--- src/rtl/stolen_alarm.sv ---
// Stolen-item alarm: qualifies a stolen flag over consecutive cycles for a
// stable item code, then latches an alarm with a blinking indicator until
// the operator acknowledges. Counts raised alarms and remembers the code of
// the most recent alarmed item.
module stolen_alarm #(
  parameter int unsigned QUAL_CYCLES = 4,
  parameter int unsigned BLINK_DIV   = 25000000
) (
  input  logic       clk,
  input  logic       reset,
  input  logic       stolen,
  input  logic [2:0] upc,
  input  logic       ack,
  output logic       alarm,
  output logic       blink,
  output logic [3:0] event_count,
  output logic [2:0] last_upc
);

  localparam int unsigned BW = (BLINK_DIV > 1) ? $clog2(BLINK_DIV) : 1;

  localparam logic [3:0]    QUAL_LAST  = 4'(QUAL_CYCLES - 1);
  localparam logic [BW-1:0] BLINK_LAST = BW'(BLINK_DIV - 1);

  typedef enum logic [1:0] {
    S_IDLE,
    S_QUAL,
    S_ALARM,
    S_CLEAR
  } state_t;

  state_t        r_state;
  logic [3:0]    r_qual_cnt;
  logic [BW-1:0] r_blink_cnt;
  logic [2:0]    r_candidate;
  logic [2:0]    r_last_upc;
  logic [3:0]    r_event_count;
  logic          r_alarm;
  logic          r_blink;

  logic          w_cand_match;
  logic          w_qual_done;
  logic [3:0]    w_event_next;

  // Qualification and bookkeeping helpers derived from current state/inputs
  always_comb begin
    w_cand_match = (upc == r_candidate);
    w_qual_done  = (r_qual_cnt == QUAL_LAST);
    w_event_next = (r_event_count == 4'hF) ? 4'hF : r_event_count + 4'd1;
  end

  // Moore FSM with registered outputs; every ALARM entry loads last_upc,
  // bumps the saturating event counter and restarts the blink phase
  always_ff @(posedge clk) begin
    if (reset) begin
      r_state       <= S_IDLE;
      r_qual_cnt    <= '0;
      r_blink_cnt   <= '0;
      r_candidate   <= '0;
      r_last_upc    <= '0;
      r_event_count <= '0;
      r_alarm       <= 1'b0;
      r_blink       <= 1'b0;
    end else begin
      case (r_state)
        S_IDLE: begin
          r_alarm <= 1'b0;
          r_blink <= 1'b0;
          if (stolen) begin
            r_candidate <= upc;
            if (QUAL_CYCLES == 1) begin
              // Single-cycle qualification: the captured code is the alarmed one
              r_state       <= S_ALARM;
              r_qual_cnt    <= '0;
              r_last_upc    <= upc;
              r_event_count <= w_event_next;
              r_alarm       <= 1'b1;
              r_blink       <= 1'b1;
              r_blink_cnt   <= '0;
            end else begin
              r_state    <= S_QUAL;
              r_qual_cnt <= 4'd1;
            end
          end
        end

        S_QUAL: begin
          r_alarm <= 1'b0;
          r_blink <= 1'b0;
          if (!stolen) begin
            r_state    <= S_IDLE;
            r_qual_cnt <= '0;
          end else if (!w_cand_match) begin
            // A different item restarts qualification from its first cycle
            r_candidate <= upc;
            r_qual_cnt  <= 4'd1;
          end else if (w_qual_done) begin
            r_state       <= S_ALARM;
            r_qual_cnt    <= '0;
            r_last_upc    <= r_candidate;
            r_event_count <= w_event_next;
            r_alarm       <= 1'b1;
            r_blink       <= 1'b1;
            r_blink_cnt   <= '0;
          end else begin
            r_qual_cnt <= r_qual_cnt + 4'd1;
          end
        end

        S_ALARM: begin
          if (ack) begin
            r_state     <= S_CLEAR;
            r_alarm     <= 1'b0;
            r_blink     <= 1'b0;
            r_blink_cnt <= '0;
          end else if (r_blink_cnt == BLINK_LAST) begin
            r_blink     <= ~r_blink;
            r_blink_cnt <= '0;
          end else begin
            r_blink_cnt <= r_blink_cnt + 1'b1;
          end
        end

        S_CLEAR: begin
          r_alarm <= 1'b0;
          r_blink <= 1'b0;
          // Wait for the item to be gone and ack released before re-arming
          if (!stolen && !ack) begin
            r_state <= S_IDLE;
          end
        end

        default: begin
          r_state <= S_IDLE;
        end
      endcase
    end
  end

  assign alarm       = r_alarm;
  assign blink       = r_blink;
  assign event_count = r_event_count;
  assign last_upc    = r_last_upc;

endmodule

--- config.mk ---
export PLATFORM = sky130hd
export DESIGN_NAME = stolen_alarm
export DESIGN_NICKNAME = d
export VERILOG_FILES = /design/src/rtl/stolen_alarm.sv
export SDC_FILE = /design/constraint.sdc
export NUM_CORES = 1
export LEC_CHECK = 0
export CORE_ASPECT_RATIO = 0.75
export CORE_MARGIN = 1.5
export CORE_UTILIZATION = 30
export CTS_BUF_LIST = sky130_fd_sc_hd__clkbuf_16
export DETAILED_ROUTE_END_ITERATION = 8
export GPL_TIMING_DRIVEN = 0
export PLACE_DENSITY = 0.43
export SYNTH_ARGS = -nofsm -noshare
export SYNTH_HDL_FRONTEND = slang
export SYNTH_SLANG_ARGS = --single-unit
export TNS_END_PERCENT = 30
--- constraint.sdc ---
create_clock -name clk -period 4.2 [get_ports clk]
set_input_delay 1.26 -clock clk [delete_from_list [all_inputs] [get_ports clk]]
set_output_delay 1.26 -clock clk [all_outputs]
set_load 0.02 [all_outputs]
After elaboration in Yosys (flattened, before gate mapping)
Index checks and enable logic that the tools add are counted.
{ "classes": {"n_addsub": 3, "n_reduce_logical": 12, "n_eq_ne": 17, "bitwise": 1, "mux": 31} }
{ "ops": {"columns": ["op", "count"], "rows": [
  ["$mux W25", 5],
  ["$pmux W25 S2", 1],
  ["$add A25 B1 Y25 const B", 1],
  ["$eq A25 B25 Y1 const B", 1],
  ["$mux W4", 5],
  ["$ne A2 B2 Y1 const B", 7],
  ["$mux W2", 6],
  ["$reduce_and A4 Y1", 3],
  ["$mux W3", 3],
  ["$ne A3 B3 Y1 const B", 3],
  ["$add A4 B1 Y4 const B", 2],
  ["$pmux W2 S4", 1],
  ["$pmux W4 S2", 1],
  ["$mux W1", 6],
  ["$pmux W1 S3", 2],
  ["$pmux W3 S2", 1],
  ["$reduce_and A5 Y1", 1],
  ["$eq A2 B2 Y1 const B", 2],
  ["$eq A4 B2 Y1 const B", 1],
  ["$eq A4 B4 Y1 const B", 1],
  ["$reduce_bool A2 Y1", 2],
  ["$eq A3 B3 Y1", 1],
  ["$eq A2 B1 Y1 const B", 1],
  ["$logic_not A1 Y1", 2],
  ["5 further kinds", 5]
]} }
{ "word_totals": {"input_bits": 7, "word_cells": 72, "register_bits": 43} }

Logic depth before layout (Yosys ltp)
{ "logic_depth": {"depth_word": 5, "mapped_depth": 8, "depth_no_buf": 6} }

Worst setup path after synthesis
No wires, ideal clock.
{ "synth_path": {"path_type": "input to register", "start": "input port upc[0]", "end": "register r_blink_cnt[18]", "setup_slack_ps": 1396, "required_time_ps": 4130, "arrival_ps": 2734, "setup_time_ps": 70, "stages": 5, "cell_sequence": "xor2_1 > or4_4 > o21a_1 > or4_1 > a21oi_1"} }
{ "synth_between": {"elab_chain_cells": 3} }
{ "synth_lines": {"columns": ["element", "line", "source"], "rows": [
  ["from (decl)", "12", "input logic [2:0] upc,"],
  ["$eq A3 B3 Y1", "47", "w_cand_match = (upc == r_candidate);"],
  ["$ne A2 B2 Y1 (no source line)", null, null],
  ["$reduce_and A4 Y1 (no source line)", null, null],
  ["to (signal assigned)", "120", "r_blink_cnt <= r_blink_cnt + 1'b1;"],
  ["to (decl)", "34", "logic [BW-1:0] r_blink_cnt;"]
]} }
Every way passes these cells.
A chain may end at the register's enable or synchronous reset.

Final worst setup path
{ "layout_path": {"start": "input port upc[0]", "end": "register r_blink_cnt[2]"} }
The elaborated chain is that of the path after synthesis.

==> impl_metrics.env <==
export IMPL_min_from="r_blink_cnt[22]"
export IMPL_cp_start_kind="input pin"
export IMPL_vias=1954
export IMPL_post_cts_buffers=0
export IMPL_drt_antenna_violating_nets=0
export IMPL_worst_slew_margin_rel=0.667
export IMPL_min_period_ns=3.38
export IMPL_crit_buf_inv=3
export IMPL_worst_path_stages=8
export IMPL_die_x_um=100
export IMPL_seq_power_share=0.510
export IMPL_overflow=0
export IMPL_rsz0062_at_grt="false"
export IMPL_synth_net_count=263
export IMPL_crit_chain="clkdlybuf4s50_1, xor2_1, nor4_1, a21oi_1, buf_2, o21ai_2, buf_2, nor2_1"
export IMPL_p_int_uw=637
export IMPL_synth_seq_cells=43
export IMPL_die_area_sq_mm=0.00761
export IMPL_antenna_found_initial=0
export IMPL_drtPass1Iterations=4
export IMPL_final_util=0.367
export IMPL_reg2regPathDepth=8
export IMPL_syn_inst=253
export IMPL_avgSynthCellArea_sq_um=8.41
export IMPL_max_freq_mhz=295
export IMPL_ctsResizeCount=0
export IMPL_fin_crit_sh=0.806
export IMPL_cp_top_family="buffers and inverters"
export IMPL_clk_pin_slew_ns=0.06
export IMPL_grt_pass1_wl_um=9210
export IMPL_num_nets_final=284
export IMPL_drt_iter0_markers=81
export IMPL_grt_max_degree=13
export IMPL_grtUsageTotal=0.152
export IMPL_finalHoldViolCount=0
export IMPL_status="finished, final reports clean"
export IMPL_yosysTopAreaCell="dfxtp_1"
export IMPL_crit_arrival_ns=3.55
export IMPL_wl_per_cell_um=15.0
export IMPL_p_sw_uw=176
export IMPL_endpoint="r_blink_cnt[2]"
export IMPL_r2r_end="r_blink_cnt[2]"
export IMPL_netSwitchingFraction=0.217
export IMPL_path_common_cell="buf_2"
export IMPL_ios=16
export IMPL_cts_max_level=2
export IMPL_drive_gt1_frac=0.0730
export IMPL_core_sq_mm=0.00683
export IMPL_std_cell_rows=26
export IMPL_final_cells=358
export IMPL_root_buffer="clkbuf_16"
export IMPL_placed_cell_area_sq_mm=0.00237
export IMPL_final_cell_mix="43 x dfxtp_1, 27 x a21oi_1, 21 x nor2_1"
export IMPL_critPathKind="input pin to register"
export IMPL_r2r_slack_ns=1.67
export IMPL_tritoncts="built"
export IMPL_cts_buffer_depth=2
export IMPL_setup_tns_ns=0
export IMPL_dp_hpwl_um=3840
export IMPL_dieHeight_um=75.9
export IMPL_finalInstanceArea_sq_mm=0.00251
export IMPL_yosysTopAreaCellShare=0.404
export IMPL_end_kind="register"
export IMPL_leakagePower_uw=0.000775
export IMPL_diodes=0
export IMPL_power_density_mw_per_mm2=324
export IMPL_synth_edf_count=0
export IMPL_power_frac_comb=0.039
export IMPL_power_share_clock=0.451
export IMPL_place_congestion=0.744
export IMPL_mostFrequentLayoutCell="dfxtp_1"
export IMPL_critPathMaxFanout=10
export IMPL_drcViolationCount=0
export IMPL_numClockSinks=43
export IMPL_start_util=0.312
export IMPL_area_delta_synth_final_pct=17.8
export IMPL_hold_buffers=0
export IMPL_io_buffers=14
export IMPL_synthTopCellsByArea="dfxtp_1 40%, a21oi_1 6.3%, or4_1 4.9%"
export IMPL_synth_top_flop_cell="dfxtp_1"
export IMPL_via_per_inst=5.46
export IMPL_synth_cell_type_count=41
export IMPL_critPathRequiredTime_ns=4.36
export IMPL_worst_slew_pin_slew_ns=0.495
export IMPL_ys_warn_count=0
export IMPL_synth_async_sr_flop_share=0
export IMPL_critPathSlowestCell="clkdlybuf4s50_1"
export IMPL_place_inst=351
export IMPL_wl_um=5360
export IMPL_fin_skew_ns=0.00509
export IMPL_slowest_delay_ns=0.43
export IMPL_setup_worst_path_start="upc[0]"
export IMPL_hp_class="register to register"
export IMPL_numCtsBuffers=5
export IMPL_finalMaxSlewViolations=0
export IMPL_setup_viol=0
export IMPL_grt_pass1_vias=1805
export IMPL_syn_area_sq_mm=0.00213
export IMPL_synth_seq_area_share=0.404
export IMPL_timing_rr_start="r_qual_cnt[0]"
export IMPL_clock_latency_ns=0.28
export IMPL_ir_worst_vdd_v=0.000152
export IMPL_maxCapViolCount=0
==> cell families after synthesis <==
kind of cell               count (synthesis)  share of synthesized area
and+or+nand+nor                          108                      0.287
xor gates and xnor gates                   6                     0.0247
AOI/OAI and AO/OA                         66                      0.193
muxes                                      7                     0.0329
adders and majority gates                  3                     0.0176
buffers and inverters                     20                     0.0394
DFF                                       43                      0.404
==> sequential cells by signal, indices dropped and copies added (netlist names), named ones only <==
signal / cells
event_count: 4
blink: 1
r_state: 1
last_upc: 3
r_candidate: 3
r_qual_cnt: 4
r_blink_cnt: 25
alarm: 1
==> layer usage <==
metal | wire [um] | vias up | track usage
met1 | 3000 | 911 | 0.242
met4 | 40 | 0 | 0.0380
met5 | 0 | - | 0
li1 | - | 1002 | -
met2 | 2080 | 36 | 0.202
met3 | 242 | 5 | 0.0332
==> Yosys cell counts, types with 2 or more instances <==
cell type  instances
a211oi_1           3
a21oi_1           27
a22oi_1            2
a311oi_1           3
a41oi_1            2
and3_1             3
and4_1             2
buf_2              7
clkbuf_1           4
dfxtp_1           43
ha_1               3
inv_1              9
mux2i_1            7
nand2_1           15
nand2b_1           2
nand3_1           14
nand4_1            6
nor2_1            21
nor2b_1            3
nor3_1             6
nor4_1             2
o21a_1             2
o21ai_0           10
o31ai_1           13
or2_2              4
or3_1              8
or4_1             14
xnor2_1            2
xor2_1             4
==> power groups by stage <==
stage / logic, uW / clock network, uW / registers [uW]
after floorplan: 19.5 / 0 / 423
after global placement: 32.4 / 0 / 424
after detailed placement: 32.6 / 0 / 424
after CTS: 32.6 / 382 / 414
after global routing: 36.0 / 403 / 415
final: 32.0 / 367 / 415
==> worst min-delay path by stage <==
stage	to	slack, ns	cells past startpoint
detailed placement	r_blink_cnt[24]	0.47	2
global placement	r_blink_cnt[22]	0.46	2
finish	r_blink_cnt[22]	0.48	2
global route	r_blink_cnt[24]	0.51	2
floorplan	r_blink_cnt[24]	0.45	2
CTS	r_blink_cnt[24]	0.48	2
==> area by class of cell <==
cell class	count	area, sq um
Fill cell	716	4320
Multi-Input combinational cell	190	1180
Sequential cell	43	861
Timing Repair Buffer	14	140
Clock buffer	5	125
Tap cell	84	105
Buffer	11	50.0
Inverter	9	33.8
Clock inverter	2	8.76
==> through the flow <==
| step | hold WS (ns) | setup WS [ns] | power (uW) |
|---|---|---|---|
| floorplan | 0.447 | 1.40 | 442 |
| finish | 0.477 | 0.815 | 814 |
| global placement | 0.463 | 0.498 | 456 |
| CTS | 0.479 | 0.799 | 829 |
| detailed placement | 0.469 | 0.514 | 456 |
| global route | 0.508 | 0.685 | 854 |
==> worst reg2reg max path: cells and delay by family, from the launching register on <==
family                   cells  cell delay (ns)
AND/OR/NAND/NOR              3             0.59
buffers and inverters        2             0.58
AO/OA/AOI/OAI                2             0.58
flip-flops                   1             0.44
adder cells (fa/ha/maj)      1             0.22
No activity file was read; power rests on OpenSTA's default activity.
